===== src/rtl/wb_arbiter2.sv =====
// Two-master, one-slave Wishbone classic arbiter with round-robin tie-break
// and a bus watchdog that turns a hung slave access into ERR for the owner.
module wb_arbiter2 #(
  parameter int AW      = 32,
  parameter int TIMEOUT = 16,
  parameter int TW      = 5
) (
  input  logic          CLK_I,
  input  logic          RST_I,

  input  logic          M0_CYC_I,
  input  logic          M0_STB_I,
  input  logic          M0_WE_I,
  input  logic [AW-1:0] M0_ADR_I,
  input  logic [31:0]   M0_DAT_I,
  input  logic [3:0]    M0_SEL_I,
  output logic [31:0]   M0_DAT_O,
  output logic          M0_ACK_O,
  output logic          M0_ERR_O,

  input  logic          M1_CYC_I,
  input  logic          M1_STB_I,
  input  logic          M1_WE_I,
  input  logic [AW-1:0] M1_ADR_I,
  input  logic [31:0]   M1_DAT_I,
  input  logic [3:0]    M1_SEL_I,
  output logic [31:0]   M1_DAT_O,
  output logic          M1_ACK_O,
  output logic          M1_ERR_O,

  output logic          S_CYC_O,
  output logic          S_STB_O,
  output logic          S_WE_O,
  output logic [AW-1:0] S_ADR_O,
  output logic [31:0]   S_DAT_O,
  output logic [3:0]    S_SEL_O,
  input  logic [31:0]   S_DAT_I,
  input  logic          S_ACK_I,
  input  logic          S_ERR_I,

  output logic [1:0]    GNT_O
);

  localparam logic [1:0] IDLE = 2'd0;
  localparam logic [1:0] OWN0 = 2'd1;
  localparam logic [1:0] OWN1 = 2'd2;

  logic [1:0]    state;
  logic [1:0]    state_next;
  logic          last;
  logic [TW-1:0] wd_count;
  logic          own0;
  logic          own1;
  logic          own_stb;
  logic          wd_fire;
  logic          wd_clear;

  assign own0    = (state == OWN0);
  assign own1    = (state == OWN1);
  assign own_stb = (own0 & M0_STB_I) | (own1 & M1_STB_I);
  assign wd_fire = (own0 | own1) && (wd_count == TW'(TIMEOUT));

  // On a tie the master that did not own the bus last wins; owners must
  // always pass through IDLE before the other master can be granted.
  always_comb begin
    state_next = state;
    case (state)
      IDLE: begin
        if (M0_CYC_I && M1_CYC_I)
          state_next = last ? OWN0 : OWN1;
        else if (M0_CYC_I)
          state_next = OWN0;
        else if (M1_CYC_I)
          state_next = OWN1;
      end
      OWN0:    if (!M0_CYC_I) state_next = IDLE;
      OWN1:    if (!M1_CYC_I) state_next = IDLE;
      default: state_next = IDLE;
    endcase
  end

  always_ff @(posedge CLK_I or posedge RST_I) begin
    if (RST_I) begin
      state <= IDLE;
      last  <= 1'b1;
    end else begin
      state <= state_next;
      if (state == IDLE && state_next == OWN0)
        last <= 1'b0;
      else if (state == IDLE && state_next == OWN1)
        last <= 1'b1;
    end
  end

  // Watchdog restarts whenever the access terminates, the strobe drops or
  // ownership ends; clearing on fire keeps it from ever passing TIMEOUT.
  assign wd_clear = !(own0 | own1) || !own_stb || S_ACK_I || S_ERR_I ||
                    wd_fire || (state_next == IDLE);

  always_ff @(posedge CLK_I or posedge RST_I) begin
    if (RST_I)
      wd_count <= '0;
    else if (wd_clear)
      wd_count <= '0;
    else if (wd_count < TW'(TIMEOUT))
      wd_count <= wd_count + 1'b1;
  end

  assign S_CYC_O = (own0 & M0_CYC_I) | (own1 & M1_CYC_I);
  assign S_STB_O = own_stb & ~wd_fire;
  assign S_WE_O  = own1 ? M1_WE_I  : M0_WE_I;
  assign S_ADR_O = own1 ? M1_ADR_I : M0_ADR_I;
  assign S_DAT_O = own1 ? M1_DAT_I : M0_DAT_I;
  assign S_SEL_O = own1 ? M1_SEL_I : M0_SEL_I;

  assign M0_DAT_O = own0 ? S_DAT_I : 32'h0;
  assign M0_ACK_O = own0 & S_ACK_I & M0_STB_I;
  assign M0_ERR_O = own0 & ((S_ERR_I & M0_STB_I) | wd_fire);

  assign M1_DAT_O = own1 ? S_DAT_I : 32'h0;
  assign M1_ACK_O = own1 & S_ACK_I & M1_STB_I;
  assign M1_ERR_O = own1 & ((S_ERR_I & M1_STB_I) | wd_fire);

  assign GNT_O = {own1, own0};

endmodule


===== config.mk =====
export PLATFORM = sky130hd
export DESIGN_NAME = wb_arbiter2
export DESIGN_NICKNAME = d
export VERILOG_FILES = /design/src/rtl/wb_arbiter2.sv
export SDC_FILE = /design/constraint.sdc
export NUM_CORES = 1
export LEC_CHECK = 0
export BUFFER_PORTS_ARGS = -buffer_cell sky130_fd_sc_hd__buf_2
export CAP_MARGIN = 20
export CORE_AREA = 2 2 123 125
export CTS_CLUSTER_DIAMETER = 100
export DETAILED_ROUTE_END_ITERATION = 10
export DIE_AREA = 0 0 125 127
export PLACE_DENSITY = 0.43
export RECOVER_POWER = 25
export SLEW_MARGIN = 25
export SYNTH_ARGS = -nofsm -noshare
export SYNTH_HDL_FRONTEND = slang
export SYNTH_SLANG_ARGS = --single-unit

===== constraint.sdc =====
create_clock -name CLK_I -period 2.5 [get_ports CLK_I]
set_clock_uncertainty 0.05 [all_clocks]
set_input_delay 0.375 -clock CLK_I [delete_from_list [all_inputs] [get_ports CLK_I]]
set_output_delay 0.375 -clock CLK_I [all_outputs]
set_load 0.01 [all_outputs]

### Word-level counts from Yosys, hierarchy flattened

Cells that the tools add are included.
Widths: inputs -> output; s select.

* flip-flop bits (word level): 8
* bits of input ports: 178
* output and inout bits: 141
* logic and storage cells: 61

* $add $sub $neg: 1
* order comparisons: 1
* equal/unequal tests: 5
* muxes and demuxes: 17
* bitwise gates (word level): 19
* reductions and logical operators: 15

Operators with widths (count)
* $mux 32: 4
* $and 1x1->1: 13
* $mux 2: 6
* $mux 5: 2
* $pmux 2 s3: 1
* $add 5x1->5 const B: 1
* $eq 5x5->1 const B: 1
* $logic_or 1x1->1: 5
* $lt 5x5->1 const B: 1
* $or 1x1->1: 5
* $eq 2x1->1 const B: 2
* $eq 2x2->1 const B: 2
* $logic_and 1x1->1: 4
* $logic_not 2->1: 2
* $mux 4: 1
* $reduce_bool 2->1: 2
* $mux 1: 3
* $logic_not 1->1: 2
* $not 1->1: 1

### Depth between registers and ports, before layout

* depth after elaboration: 10
* mapped depth: 7
* gate-level depth less buffers: 6

### Least setup slack after synthesis

Ideal clock, no wire load.

* kind: register to output
* start point: register state[0]
* end point: output port S_ADR_O[0]
* data arrival time: 1.484 ns
* required time: 2.075 ns
* slack: 0.591 ns
* cell stages (with the launch flop): 6
* path buffers: 2
* cells stage by stage: dfrtp_1 inv_1 ha_1 clkbuf_1 buf_2 mux2_2

* word-level cells in the longest chain between the ends: 2

RTL lines
* start, declared: line 48 `logic [1:0] state;`
* start signal, assigned: line 87 `state <= state_next;`
* $eq 2x2->1: line 59 `assign own1 = (state == OWN1);`
* via own1: line 53 `logic own1;`
* $mux 32: line 112 `assign S_ADR_O = own1 ? M1_ADR_I : M0_ADR_I;`
* end, declared: line 34 `output logic [AW-1:0] S_ADR_O,`

The timed path passes the listed nets, and every way through them passes these cells.

### Worst setup path in the final report

* start point: register state[0]
* end point: output port S_SEL_O[3]

* word-level cells in the longest chain between the ends: 2

RTL lines
* $eq 2x2->1: line 59
* $mux 4: line 114 `assign S_SEL_O = own1 ? M1_SEL_I : M0_SEL_I;`
* end, declared: line 36 `output logic [3:0] S_SEL_O,`

Every way passes these cells.

==> impl_metrics.toml <==
[run_status]
status = "completed"

[yosys]
syn_inst = 214
synth_warnings = 0
ys_seq_elements = 8
syn_area_um2 = 1860
synth_top_flop_cell = "dfrtp_1"
synth_largest_area_cell = "mux2_2"
yosysSeqAreaShare_pct = 10.8
yosysMostFrequentCell = "mux2_2"
synthDistinctLibCells = 33
synthTopCellsByArea = "mux2_2, and2_1, dfrtp_1"
synthDominantCellAreaShare_pct = 41.8
synth_edf_count = 0
synth.top_cells.by_count = "mux2_2, and2_1, ha_1"
synth_nets = 400
ys_async_sr_fraction_pct = 100
avgSynthCellArea_um2 = 8.68

[setup_path]
cp_max_fo = 72
crit_slowest_cell = "dfrtp_1"
cp-start-kind = "flop"
worst_r2r_startpoint = "state[0]$_DFF_PP0_"
r2r_cells = 7
timing.rr.end = "wd_count[0]$_DFFE_PP0P_"
crit_cells = 5
arrival_ns = 1.94
critPathMaxStageDelay_ns = 0.42
critPathTopFamily = "buffers and inverters"
worst-setup-path-type = "flop to output port"
r2r_setup_slack_ns = 0.44
critical_path_buf_inv_count = 3
crit_chain = "inv_1 -> ha_1 -> buf_12 -> mux2_2 -> buf_2"
required_ns = 2.08
critPathCaptureType = "output port"

[place]
io_buffers = 318
hpwl_um = 8130
pre_cts_ws_ns = 0.392
gp_congestion = 0.806

[pwr]
ir_drop_v = 0.000388
p_switching_uw = 1040
p_per_area_nw_per_um2 = 626
internal_power_uw = 1270
pwr-share-comb_pct = 80.7
netSwitchingFraction_pct = 45.0
seq_power_share_pct = 7.6
clkPwrFrac_pct = 11.7
leakage_uw = 0.00204

[route]
post-route-drc-count = 0
drtIter0Drc = 35
routed_wl_um = 9330
vias_per_cell = 3.83
wl_per_cell_um = 13.2
dr.pass1.iters = 4
ant_nets = 0
vias = 2712

[cts]
root_buffer = "clkbuf_16"
cts_tree = "built"
clk_pin_slew_worst_paths_ns = 0.04
cts.repair.resized = 0
clock-sinks = 8
cts_made_buffers = 3
postCtsSetupRepairBufs = 0
clk_path_buf_depth = 2
htree_levels = 1
clk_latency_ns = 0.23
ctsHoldBuffers = 0

[sta]
fin_ws_ns = 0.134
clock.fmax_mhz = 423
tightest_slew_ns = 0.500
final_max_slew_viol_count = 0
slew_headroom_pct = 66.7
setup_viol = 0
hold_viol = 0
tns_ns = 0
timing.final.crit_share_pct = 94.7
rsz0062_at_grt = "no"
period_needed_ns = 2.37

[grt]
overflow = 0
grtUsageTotal_pct = 9.93
grt_pass1_wl_um = 13300
grt_max_degree = 73
grt_pass1_vias = 2623
grt_antenna_before_repair = 0

[floorplan]
core_um2 = 14400
die_y_um = 127
die_w_um = 125
ioPinCount = 319
design.die.area_um2 = 15900
initial_core_util_pct = 12.9
row_count = 44

[finish]
nets = 711
drive_gt1_share_pct = 71.8
diodes = 0
fin_util_pct = 25.6
area_delta_synth_final_pct = 99.0

[run]
maxCapViolCount = 0

[hold_path]
hold_class = "primary input to asynchronous set/reset pin"
## metrics by stage
| stage | area, µm² | hold WS [ns] | total power [µW] | cells |
|---|---|---|---|---|
| 6_report | 3700 | 0.0372 | 2310 | 708 |
| 5_1_grt | 3700 | 0.0758 | 2500 | 708 |
| 4_1_cts | 3740 | 0.0564 | 2390 | 708 |
| 3_5_place_dp | 3660 | 0.299 | 2110 | 704 |
| 3_3_place_gp | 3660 | 0.295 | 2100 | 704 |
| 2_1_floorplan | 1860 | 0.140 | 1330 | 214 |
## cell type report
type | count | area (µm²)
tap | 184 | 230
timing repair buffer | 322 | 1610
inverter | 7 | 26.3
clock buffer | 4 | 78.8
multi-input combinational | 183 | 1550
sequential | 8 | 201
fill | 1613 | 10700
## worst max path at each step
stage | startpoint | to | slack [ns]
finish | state[0]$_DFF_PP0_ | S_SEL_O[3] | 0.13
global route | state[0]$_DFF_PP0_ | S_WE_O | 0.02
CTS | state[0]$_DFF_PP0_ | M0_ERR_O | 0.10
detailed placement | state[0]$_DFF_PP0_ | S_WE_O | 0.39
global placement | state[0]$_DFF_PP0_ | S_WE_O | 0.41
floorplan | state[0]$_DFF_PP0_ | S_ADR_O[0] | 0.59
## power groups by stage
stage	Clock (µW)	Sequential, µW	Combinational [µW]
2_1_floorplan	0	177	1160
3_3_place_gp	0	175	1930
3_5_place_dp	0	177	1930
4_1_cts	275	175	1940
5_1_grt	284	178	2040
6_report	271	175	1870
## cell families after synthesis
| kind of cell | after synthesis | synth area share, % |
|---|---|---|
| flops | 8 | 10.8 |
| simple gates | 86 | 28.0 |
| compound gates | 16 | 6.46 |
| xor+xnor | 3 | 1.41 |
| buf+inv | 23 | 5.52 |
| mux | 70 | 42.4 |
| fa+ha+maj | 8 | 5.39 |
## sequential cells by signal (all words and copies together), names as in the netlist
| register | count |
|---|---|
| state | 2 |
| last | 1 |
| wd_count | 5 |
## metal layers
metal  vias up  wire length (µm)  track usage, %
met5         -                 0               0
met1      1214              3510            11.1
li1       1358                 -               -
met2       134              5120            20.1
met4         0                34           0.915
met3         6               672            1.76
## placed cells by master (no fill, tap or decap), types with 2 or more instances in the layout
cell | netlist | layout
xor2_1 | 2 | 2
inv_1 | 7 | 7
nor2b_1 | 3 | 3
nand2_1 | 3 | 3
a22o_1 | 3 | 3
and2_0 | 0 | 7
and2_1 | 64 | 57
nand4b_1 | 2 | 2
o21ai_0 | 2 | 2
mux2_2 | 69 | 69
buf_2 | 7 | 298
nand2b_1 | 2 | 2
ha_1 | 8 | 8
buf_4 | 2 | 2
and3_1 | 2 | 2
clkbuf_16 | 0 | 3
clkbuf_1 | 7 | 21
nor2_1 | 7 | 7
dfrtp_1 | 7 | 7
a21boi_0 | 2 | 2
Power figures use the tool's default switching activity.
